## config.mk

```make
export PLATFORM = sky130hd
export DESIGN_NAME = cdc_pulse_pacer_flat
export DESIGN_NICKNAME = d
export VERILOG_FILES = /design/src/rtl/cdc_pulse_pacer_pkg.sv /design/src/rtl/cdc_pulse_pacer_if.sv /design/src/rtl/cdc_pulse_pacer.sv /design/src/flat_wrapper.sv
export SDC_FILE = /design/constraint.sdc
export NUM_CORES = 1
export LEC_CHECK = 0
export CAP_MARGIN = 20
export CORE_UTILIZATION = 45
export CTS_CLUSTER_DIAMETER = 150
export DETAILED_ROUTE_END_ITERATION = 10
export HOLD_SLACK_MARGIN = 0.03
export PLACE_DENSITY_LB_ADDON = 0.1
export SYNTH_ARGS = -nofsm -noshare
export SYNTH_HDL_FRONTEND = slang
export SYNTH_SLANG_ARGS = --single-unit
export TNS_END_PERCENT = 1
```

## constraint.sdc

```tcl
create_clock -name clk -period 5.1 [get_ports clk]
set_clock_uncertainty 0.1 [all_clocks]
set_input_delay 0.51 -clock clk [delete_from_list [all_inputs] [get_ports clk]]
set_output_delay 0.51 -clock clk [all_outputs]
set_load 0.03 [all_outputs]
```

## src/rtl/cdc_pulse_pacer_pkg.sv

```systemverilog
// -----------------------------------------------------------------------------
// cdc_pulse_pacer_pkg
// Shared types and helpers for the source-side pulse pacer that feeds the
// toggle-based pulse synchronizer.
//   pacer_state_e : pacer FSM encoding (IDLE, FIRE, GAP)
//   gap_cnt_w()   : width of the gap down-counter for a given MIN_GAP
// -----------------------------------------------------------------------------
package cdc_pulse_pacer_pkg;

  typedef enum logic [1:0] {
    IDLE = 2'd0,
    FIRE = 2'd1,
    GAP  = 2'd2
  } pacer_state_e;

  // The counter has to hold MIN_GAP-1; sizing for MIN_GAP+1 values keeps the
  // width at least one bit, including the MIN_GAP=1 case.
  function automatic int gap_cnt_w(input int min_gap);
    if (min_gap < 1) begin
      return 1;
    end else begin
      return $clog2(min_gap + 1);
    end
  endfunction

endpackage

```

## src/rtl/cdc_pulse_pacer_if.sv

```systemverilog
// -----------------------------------------------------------------------------
// cdc_pulse_pacer_if
// Request/status bundle between local control logic (master) and the pacer
// (slave).
//   ev_i      : event request, one event per high cycle
//   clr_i     : synchronous flush of all pending events
//   ovf_clr_i : clears the sticky overflow flag
//   pulse_o   : paced single-cycle pulse toward the synchronizer
//   pend_o    : pending-event count
//   busy_o    : pacer active or events pending
//   ovf_o     : sticky "event lost to saturation" flag
// -----------------------------------------------------------------------------
interface cdc_pulse_pacer_if #(
  parameter int CNT_W = 4
);

  logic             ev_i;
  logic             clr_i;
  logic             ovf_clr_i;
  logic             pulse_o;
  logic [CNT_W-1:0] pend_o;
  logic             busy_o;
  logic             ovf_o;

  modport master (
    output ev_i, clr_i, ovf_clr_i,
    input  pulse_o, pend_o, busy_o, ovf_o
  );

  modport slave (
    input  ev_i, clr_i, ovf_clr_i,
    output pulse_o, pend_o, busy_o, ovf_o
  );

endinterface

```

## src/rtl/cdc_pulse_pacer.sv

```systemverilog
// -----------------------------------------------------------------------------
// cdc_pulse_pacer
// Counts bursty single-cycle event requests and re-emits them as single-cycle
// pulses separated by at least MIN_GAP low cycles, so the downstream toggle /
// 2FF synchronizer never merges or drops events.
// Ports:
//   clk : source-domain clock
//   rst : asynchronous, active-high reset
//   bus : cdc_pulse_pacer_if.slave (ev_i, clr_i, ovf_clr_i in;
//         pulse_o, pend_o, busy_o, ovf_o out, all registered)
// Parameters:
//   CNT_W   : pending counter width, saturates at 2^CNT_W-1
//   MIN_GAP : minimum low cycles between two pulses (>= 1)
// -----------------------------------------------------------------------------
module cdc_pulse_pacer
  import cdc_pulse_pacer_pkg::*;
#(
  parameter int CNT_W   = 4,
  parameter int MIN_GAP = 4
) (
  input  logic               clk,
  input  logic               rst,
  cdc_pulse_pacer_if.slave   bus
);

  localparam int               GW       = gap_cnt_w(MIN_GAP);
  localparam logic [CNT_W-1:0] PEND_MAX = {CNT_W{1'b1}};
  localparam logic [CNT_W-1:0] PEND_0   = {CNT_W{1'b0}};
  localparam logic [GW-1:0]    GAP_LOAD = GW'(MIN_GAP - 1);
  localparam logic [GW-1:0]    GAP_0    = {GW{1'b0}};

  if (MIN_GAP < 1 || CNT_W < 1) begin : g_param_err
    $error("cdc_pulse_pacer: MIN_GAP and CNT_W must both be >= 1");
  end

  pacer_state_e     state_r;
  logic [GW-1:0]    gap_r;
  logic [CNT_W-1:0] pend_r;
  logic [CNT_W-1:0] pend_nx_s;
  logic             pulse_r;
  logic             busy_r;
  logic             ovf_r;
  logic             fire_s;
  logic             want_s;
  logic             drop_s;

  assign fire_s = (state_r == FIRE);
  // A flush vetoes any new pulse, even for an event arriving this cycle.
  assign want_s = ((pend_r != PEND_0) || bus.ev_i) && !bus.clr_i;

  // Pending counter next value: flush first, then +ev -fire with saturation.
  always_comb begin
    pend_nx_s = pend_r;
    drop_s    = 1'b0;
    if (bus.clr_i) begin
      pend_nx_s = PEND_0;
    end else if (bus.ev_i && !fire_s) begin
      if (pend_r == PEND_MAX) begin
        drop_s    = 1'b1;
        pend_nx_s = pend_r;
      end else begin
        pend_nx_s = pend_r + CNT_W'(1);
      end
    end else if (!bus.ev_i && fire_s) begin
      // FIRE is only entered with an event on the books; the guard is defensive.
      if (pend_r != PEND_0) begin
        pend_nx_s = pend_r - CNT_W'(1);
      end else begin
        pend_nx_s = pend_r;
      end
    end else begin
      pend_nx_s = pend_r;
    end
  end

  // Pending counter register.
  always_ff @(posedge clk or posedge rst) begin
    if (rst) begin
      pend_r <= PEND_0;
    end else begin
      pend_r <= pend_nx_s;
    end
  end

  // Sticky overflow: a new drop wins over a same-cycle clear.
  always_ff @(posedge clk or posedge rst) begin
    if (rst) begin
      ovf_r <= 1'b0;
    end else if (drop_s) begin
      ovf_r <= 1'b1;
    end else if (bus.ovf_clr_i) begin
      ovf_r <= 1'b0;
    end else begin
      ovf_r <= ovf_r;
    end
  end

  // Pacer FSM with gap counter; pulse/busy are registered alongside the state.
  always_ff @(posedge clk or posedge rst) begin
    if (rst) begin
      state_r <= IDLE;
      gap_r   <= GAP_0;
      pulse_r <= 1'b0;
      busy_r  <= 1'b0;
    end else begin
      case (state_r)
        IDLE: begin
          gap_r <= GAP_0;
          if (want_s) begin
            state_r <= FIRE;
            pulse_r <= 1'b1;
            busy_r  <= 1'b1;
          end else begin
            state_r <= IDLE;
            pulse_r <= 1'b0;
            busy_r  <= (pend_nx_s != PEND_0);
          end
        end
        FIRE: begin
          // The gap is always served, even after a flush, to protect spacing.
          state_r <= GAP;
          gap_r   <= GAP_LOAD;
          pulse_r <= 1'b0;
          busy_r  <= 1'b1;
        end
        GAP: begin
          if (gap_r != GAP_0) begin
            state_r <= GAP;
            gap_r   <= gap_r - GW'(1);
            pulse_r <= 1'b0;
            busy_r  <= 1'b1;
          end else if (want_s) begin
            state_r <= FIRE;
            gap_r   <= GAP_0;
            pulse_r <= 1'b1;
            busy_r  <= 1'b1;
          end else begin
            state_r <= IDLE;
            gap_r   <= GAP_0;
            pulse_r <= 1'b0;
            busy_r  <= (pend_nx_s != PEND_0);
          end
        end
        default: begin
          state_r <= IDLE;
          gap_r   <= GAP_0;
          pulse_r <= 1'b0;
          busy_r  <= 1'b0;
        end
      endcase
    end
  end

  assign bus.pulse_o = pulse_r;
  assign bus.pend_o  = pend_r;
  assign bus.busy_o  = busy_r;
  assign bus.ovf_o   = ovf_r;

endmodule

```

## src/flat_wrapper.sv

```systemverilog
// flat-port wrapper written by rule: the top's interface ports become plain ports
module cdc_pulse_pacer_flat import cdc_pulse_pacer_pkg::*;
#(
  parameter int CNT_W   = 4,
  parameter int MIN_GAP = 4
)
  (clk, rst, bus_ev_i, bus_clr_i, bus_ovf_clr_i, bus_pulse_o, bus_pend_o, bus_busy_o, bus_ovf_o);
  cdc_pulse_pacer_if #(.CNT_W(CNT_W)) bus_i ();
  input  logic clk;
  input  logic rst;
  input wire logic [$bits(bus_i.ev_i)-1:0] bus_ev_i;
  input wire logic [$bits(bus_i.clr_i)-1:0] bus_clr_i;
  input wire logic [$bits(bus_i.ovf_clr_i)-1:0] bus_ovf_clr_i;
  output wire logic [$bits(bus_i.pulse_o)-1:0] bus_pulse_o;
  output wire logic [$bits(bus_i.pend_o)-1:0] bus_pend_o;
  output wire logic [$bits(bus_i.busy_o)-1:0] bus_busy_o;
  output wire logic [$bits(bus_i.ovf_o)-1:0] bus_ovf_o;
  assign bus_i.ev_i = bus_ev_i;
  assign bus_i.clr_i = bus_clr_i;
  assign bus_i.ovf_clr_i = bus_ovf_clr_i;
  assign bus_pulse_o = bus_i.pulse_o;
  assign bus_pend_o = bus_i.pend_o;
  assign bus_busy_o = bus_i.busy_o;
  assign bus_ovf_o = bus_i.ovf_o;
  cdc_pulse_pacer #(.CNT_W(CNT_W), .MIN_GAP(MIN_GAP)) u_core (.clk(clk), .rst(rst), .bus(bus_i));
endmodule
```

Yosys cells after proc, flatten, opt, wreduce, memory -nomap -nowiden
Index checks and enable logic that the tools add are counted.
{"block": "totals", "word_cells": 45, "out_inout_bits": 7, "regBits": 12}
{"block": "op_classes", "reduce_logical": 12, "eq_ne": 3, "mux": 21, "addsub": 3}
{"op": "two-way mux 4 bit", "count": 5}
{"op": "two-way mux 1 bit", "count": 10}
{"op": "nonzero test 4 bit", "count": 2}
{"op": "one-hot mux 2 bit (3 select lines)", "count": 1}
{"op": "one-hot mux 3 bit (2 select lines)", "count": 1}
{"op": "adder 4 x 1 -> 4 bit, second input constant", "count": 1}
{"op": "equality test 4 bit, second input constant", "count": 1}
{"op": "subtractor 4 x 1 -> 4 bit, second input constant", "count": 1}
{"op": "logical AND 1 bit", "count": 3}
{"op": "zero test 1 bit", "count": 3}
{"op": "two-way mux 3 bit", "count": 1}
{"op": "one-hot mux 1 bit (3 select lines)", "count": 1}
{"op": "nonzero test 3 bit", "count": 1}
{"op": "subtractor 3 x 1 -> 3 bit, second input constant", "count": 1}
{"op": "equality test 2 x 1 -> 1 bit, second input constant", "count": 1}
{"op": "equality test 2 bit, second input constant", "count": 1}
{"op": "zero test 2 bit", "count": 1}
{"op": "two-way mux 2 bit", "count": 1}
{"op": "one-hot mux 1 bit (2 select lines)", "count": 1}
{"op": "nonzero test 2 bit", "count": 1}
{"op": "logical OR 1 bit", "count": 1}

Logic depth before layout (Yosys ltp)
{"block": "logic_depth", "word_depth": 9, "mapped_depth": 7, "ltp_nobuf": 6}

Least setup slack after synthesis
No wires, ideal clock.
{"block": "synth_path", "path_type": "register -> register", "startpoint": "register u_core.pend_r[0] (netlist: u_core.bus.pend_o[0])", "endpoint": "register u_core.busy_r (netlist: u_core.bus.busy_o)", "path_stages_with_launch": 7, "path_buffers": 1, "path_slack_ns": 3.067, "synth_period_minus_slack_ns": 2.033, "t_arrival_ns": 1.798, "setup_ns": 0.135, "cell_sequence": "dfrtp_1 > buf_4 > clkinv_1 > ha_1 > or4_1 > o311ai_1 > o41ai_2"}
{"block": "synth_between", "elab_chain_len": 9, "word_cells_on_any_way": 15, "classes_between": "add/sub (2); eq/ne (1); mux (8); reduce/logical (4)"}
{"element": "from (decl)", "line_no": "cdc_pulse_pacer.sv:38", "rtl": "logic [CNT_W-1:0] pend_r;"}
{"element": "from (signal assigned)", "line_no": "cdc_pulse_pacer.sv:81", "rtl": "pend_r <= pend_nx_s;"}
{"element": "subtractor 4 x 1 -> 4 bit / nonzero test 4 bit (equally long branches)", "line_no": "cdc_pulse_pacer.sv:67, cdc_pulse_pacer.sv:49, cdc_pulse_pacer.sv:66"}
{"element": "two-way mux 4 bit", "line_no": "cdc_pulse_pacer.sv:66", "rtl": "if (pend_r != PEND_0) begin"}
{"element": "two-way mux 4 bit", "line_no": "cdc_pulse_pacer.sv:64", "rtl": "end else if (!bus.ev_i && fire_s) begin"}
{"element": "two-way mux 4 bit", "line_no": "cdc_pulse_pacer.sv:57", "rtl": "end else if (bus.ev_i && !fire_s) begin"}
{"element": "two-way mux 4 bit", "line_no": "cdc_pulse_pacer.sv:55", "rtl": "if (bus.clr_i) begin"}
{"element": "nonzero test 4 bit", "line_no": "cdc_pulse_pacer.sv:116, cdc_pulse_pacer.sv:141"}
{"element": "two-way mux 1 bit (*)", "line_no": "cdc_pulse_pacer.sv:109, cdc_pulse_pacer.sv:132"}
{"element": "two-way mux 1 bit", "line_no": "cdc_pulse_pacer.sv:127", "rtl": "if (gap_r != GAP_0) begin"}
{"element": "one-hot mux 1 bit (3 select lines) (*)", "line_no": "cdc_pulse_pacer.sv:106", "rtl": "case (state_r)"}
{"element": "to (signal assigned)", "line_no": "cdc_pulse_pacer.sv:116", "rtl": "busy_r <= (pend_nx_s != PEND_0);"}
{"element": "to (signal assigned)", "line_no": "cdc_pulse_pacer.sv:141", "rtl": "busy_r <= (pend_nx_s != PEND_0);"}
{"element": "to (decl)", "line_no": "cdc_pulse_pacer.sv:41", "rtl": "logic busy_r;"}
Mark *: on every way between the ends. The rest lies on a longest branch, timed or not.
A chain may end at the register's enable or synchronous reset.

Final worst setup path
{"block": "layout_path", "startpoint": "register u_core.pend_r[2] (netlist: u_core.bus.pend_o[2])", "endpoint": "output port bus_pend_o[2]"}
{"element": "to (decl)", "line_no": "flat_wrapper.sv:15", "rtl": "output wire logic [$bits(bus_i.pend_o)-1:0] bus_pend_o;"}
No word-level cell between the ends.

==> results.yml <==
timing:
  worst_pin_slew_ns: 0.465
  period_share_pct: 44.7
  slew_viol_final: 0
  rsz0062_at_grt: "no"
  tns_ns: 0
  hold_violations: 0
  relSlewSlack_pct: 68.9
  timing.fmax_mhz: 439
  setup_slack_ns: 2.82
  fin_crit_ns: 2.28
  holdWs_ns: 0.411
  setup_viol: 0
power_and_ir_drop:
  peakVddDrop_uv: 320
  p_per_area_nw_per_um2: 541
  p_leak_nw: 0.420
  clkPwrFrac_pct: 15.2
  switchingPower_mw: 0.235
  power_frac_seq_pct: 31.9
  netSwitchingFraction_pct: 44.6
  p_int_mw: 0.292
  power_frac_comb_pct: 52.9
floorplanning:
  initial_core_util_pct: 47.7
  pin_count: 12
  num_rows: 15
  core-area_sq_um: 1730
  die_x_microns: 44.8
  die_area_sq_um: 2000
  die_h_microns: 44.8
grt:
  overflow: 0
  grt_pass1_wl_microns: 2560
  grtUsageTotal_pct: 18.3
  grt_max_degree: 13
  antenna_found_initial: 0
  grt_pass1_vias: 521
finish:
  fillCellCount: 159
  mostFrequentLayoutCell: "dfrtp_1"
  nNetsFinal: 112
  final_cell_mix: "dfrtp_1 (12), clkdlybuf4s50_1 (11), nor2_1 (9)"
  drive_gt1_share_pct: 9.18
  syn_to_final_growth_pct: 18.2
  multi_input_area_sq_um: 462
  register_area_sq_um: 300
  n_antenna_cell: 0
run:
  drv_cap: 0
setup_path:
  start_kind: "register"
  crit_arrival_ns: 1.67
  rr_worst_depth: 5
  r2r_end: "u_core.bus.busy_o"
  cp_top_family: "buffers and inverters"
  worstPathMaxFanout: 12
  critPathSlowestCell: "clkdlybuf4s50_1"
  r2r_setup_slack_ns: 3.10
  worstPathCellList: "clkdlybuf4s50_1"
  path_buf_inv: 1
  reg2reg_from: "u_core.bus.pend_o[0]"
  cp-end-kind: "output port"
  critPathKind: "register to output port"
  worstPathRequired_ns: 4.49
  cp_slowest_stage_delay_ns: 0.76
routing:
  vias_per_cell: 5.29
  wirelength_microns: 1620
  drc: 0
  via_count: 651
  drt-pass1-iter-count: 4
  drtIter0Drc: 28
  ant_nets: 0
  routedWlPerCell_microns: 13.2
synth:
  synth_seq_cells: 12
  synth.top_cell.area_share_pct: 36.5
  syn_nets: 100
  synth_area_leader_cell: "dfrtp_1"
  syn_area_sq_um: 823
  synth_area_leaders: "dfrtp_1 (36%), ha_1 (12%), nor2_1 (4.1%)"
  seq_area_frac_synth_pct: 36.5
  synthCells: 87
  ys_types: 37
  synth.avg_cell_area_sq_um: 9.46
  ys_warn_count: 0
placement:
  place.gp.congestion: 0.900
  dp_worst_setup_slack_ns: 2.93
  port_buffers: 11
  dp.final_hpwl_microns: 1170
hold_path:
  hold_path.class: "register to register"
  whs_path_depth: 1
  worst_hold_startpoint: "u_core.state_r[1]"
  min_to: "u_core.state_r[1]"
clocking:
  numCtsBuffers: 3
  cts_max_level: 1
  ctsRootBufferMaster: "clkbuf_4"
  hold_buffers: 0
  cts_sinks: 12
  cts_tree: "done"
  cts_buffer_depth: 2
  worstSkewPairLatency_ns: 0.29
  postCtsSetupBuffers: 0
  path_clk_slew_ns: 0.09
  post_cts_resized: 0
outcome:
  status: "completed"
[area by class of cell]
type | instances | area share, %
inverter | 9 | 3.47
multi-input combinational | 62 | 47.4
sequential | 12 | 30.8
clock buffer | 4 | 3.73
timing repair buffer | 11 | 11.3
tap | 25 | 3.21
[state kept, by name, summed over array words and instances, names as in the netlist]
| signal | count |
|---|---|
| u_core.gap_r | 3 |
| u_core.bus.ovf_o | 1 |
| u_core.bus.pend_o | 4 |
| u_core.bus.busy_o | 1 |
| u_core.state_r | 2 |
| u_core.bus.pulse_o | 1 |
[power groups by stage]
stage,clock network [mW],registers [mW],logic (mW)
floorplan,0,0.183,0.193
detailed placement,0,0.170,0.277
CTS,0.0822,0.169,0.278
global placement,0,0.169,0.272
finish,0.0801,0.168,0.279
global route,0.0859,0.174,0.304
[cells in the mapped netlist (all sizes together)]
library cell / instances
nor3: 4
nor2: 9
clkinv: 1
a21boi: 1
o22ai: 1
buf: 4
mux2i: 2
o21a: 2
nor4b: 1
ha: 8
or3: 1
a211oi: 1
nand2: 3
nand3: 2
nor4: 2
or2: 1
a221oi: 1
inv: 8
nor2b: 1
nor3b: 1
a31oi: 1
and3: 2
o21ai: 1
or4: 1
o311ai: 2
o32ai: 1
o41ai: 1
a41oi: 1
xnor2: 2
dfrtp: 12
nand2b: 5
a21oi: 4
[logic make-up (layout without fill, tap and decap cells)]
| family | after synthesis | count (layout) | synth area share, % |
|---|---|---|---|
| AOI/OAI and AO/OA | 17 | 17 | 15.5 |
| xor gates and xnor gates | 2 | 2 | 2.13 |
| adders and majority gates | 8 | 8 | 12.2 |
| buffers and inverters | 13 | 24 | 7.45 |
| DFF | 12 | 12 | 36.5 |
| muxes | 2 | 2 | 2.43 |
| and+or+nand+nor | 33 | 33 | 23.9 |
[per-layer routing]
layer	GRT usage (%)	share of wire [%]	vias up	wire (microns)
met1	31.4	55	304	885
met4	9.09	1.3	0	21
met2	21.2	40	16	647
met3	2.40	3.9	4	63
met5	0	0	-	0
li1	-	-	327	-
[how the worst max path moves through the flow]
stage	start	endpoint	slack, ns	cells past startpoint
after CTS	u_core.bus.pend_o[2]	bus_pend_o[2]	2.82	1
after floorplan	u_core.bus.pend_o[0]	u_core.bus.busy_o	3.07	6
final	u_core.bus.pend_o[2]	bus_pend_o[2]	2.82	1
after global placement	bus_ev_i	u_core.bus.busy_o	3.00	5
after global routing	u_core.bus.pend_o[2]	bus_pend_o[2]	2.76	1
after detailed placement	bus_ev_i	u_core.bus.busy_o	2.93	5
[metrics by stage]
step / power [mW] / utilization, % / std cells / area (sq um)
after floorplan: 0.375 / - / 87 / 823
after global placement: 0.442 / 54.3 / 119 / 937
after detailed placement: 0.447 / 54.3 / 119 / 937
after CTS: 0.529 / 56.4 / 123 / 973
after global routing: 0.564 / 56.4 / 123 / 973
final: 0.527 / 56.4 / 123 / 973
(Power assumes the default switching activity.)
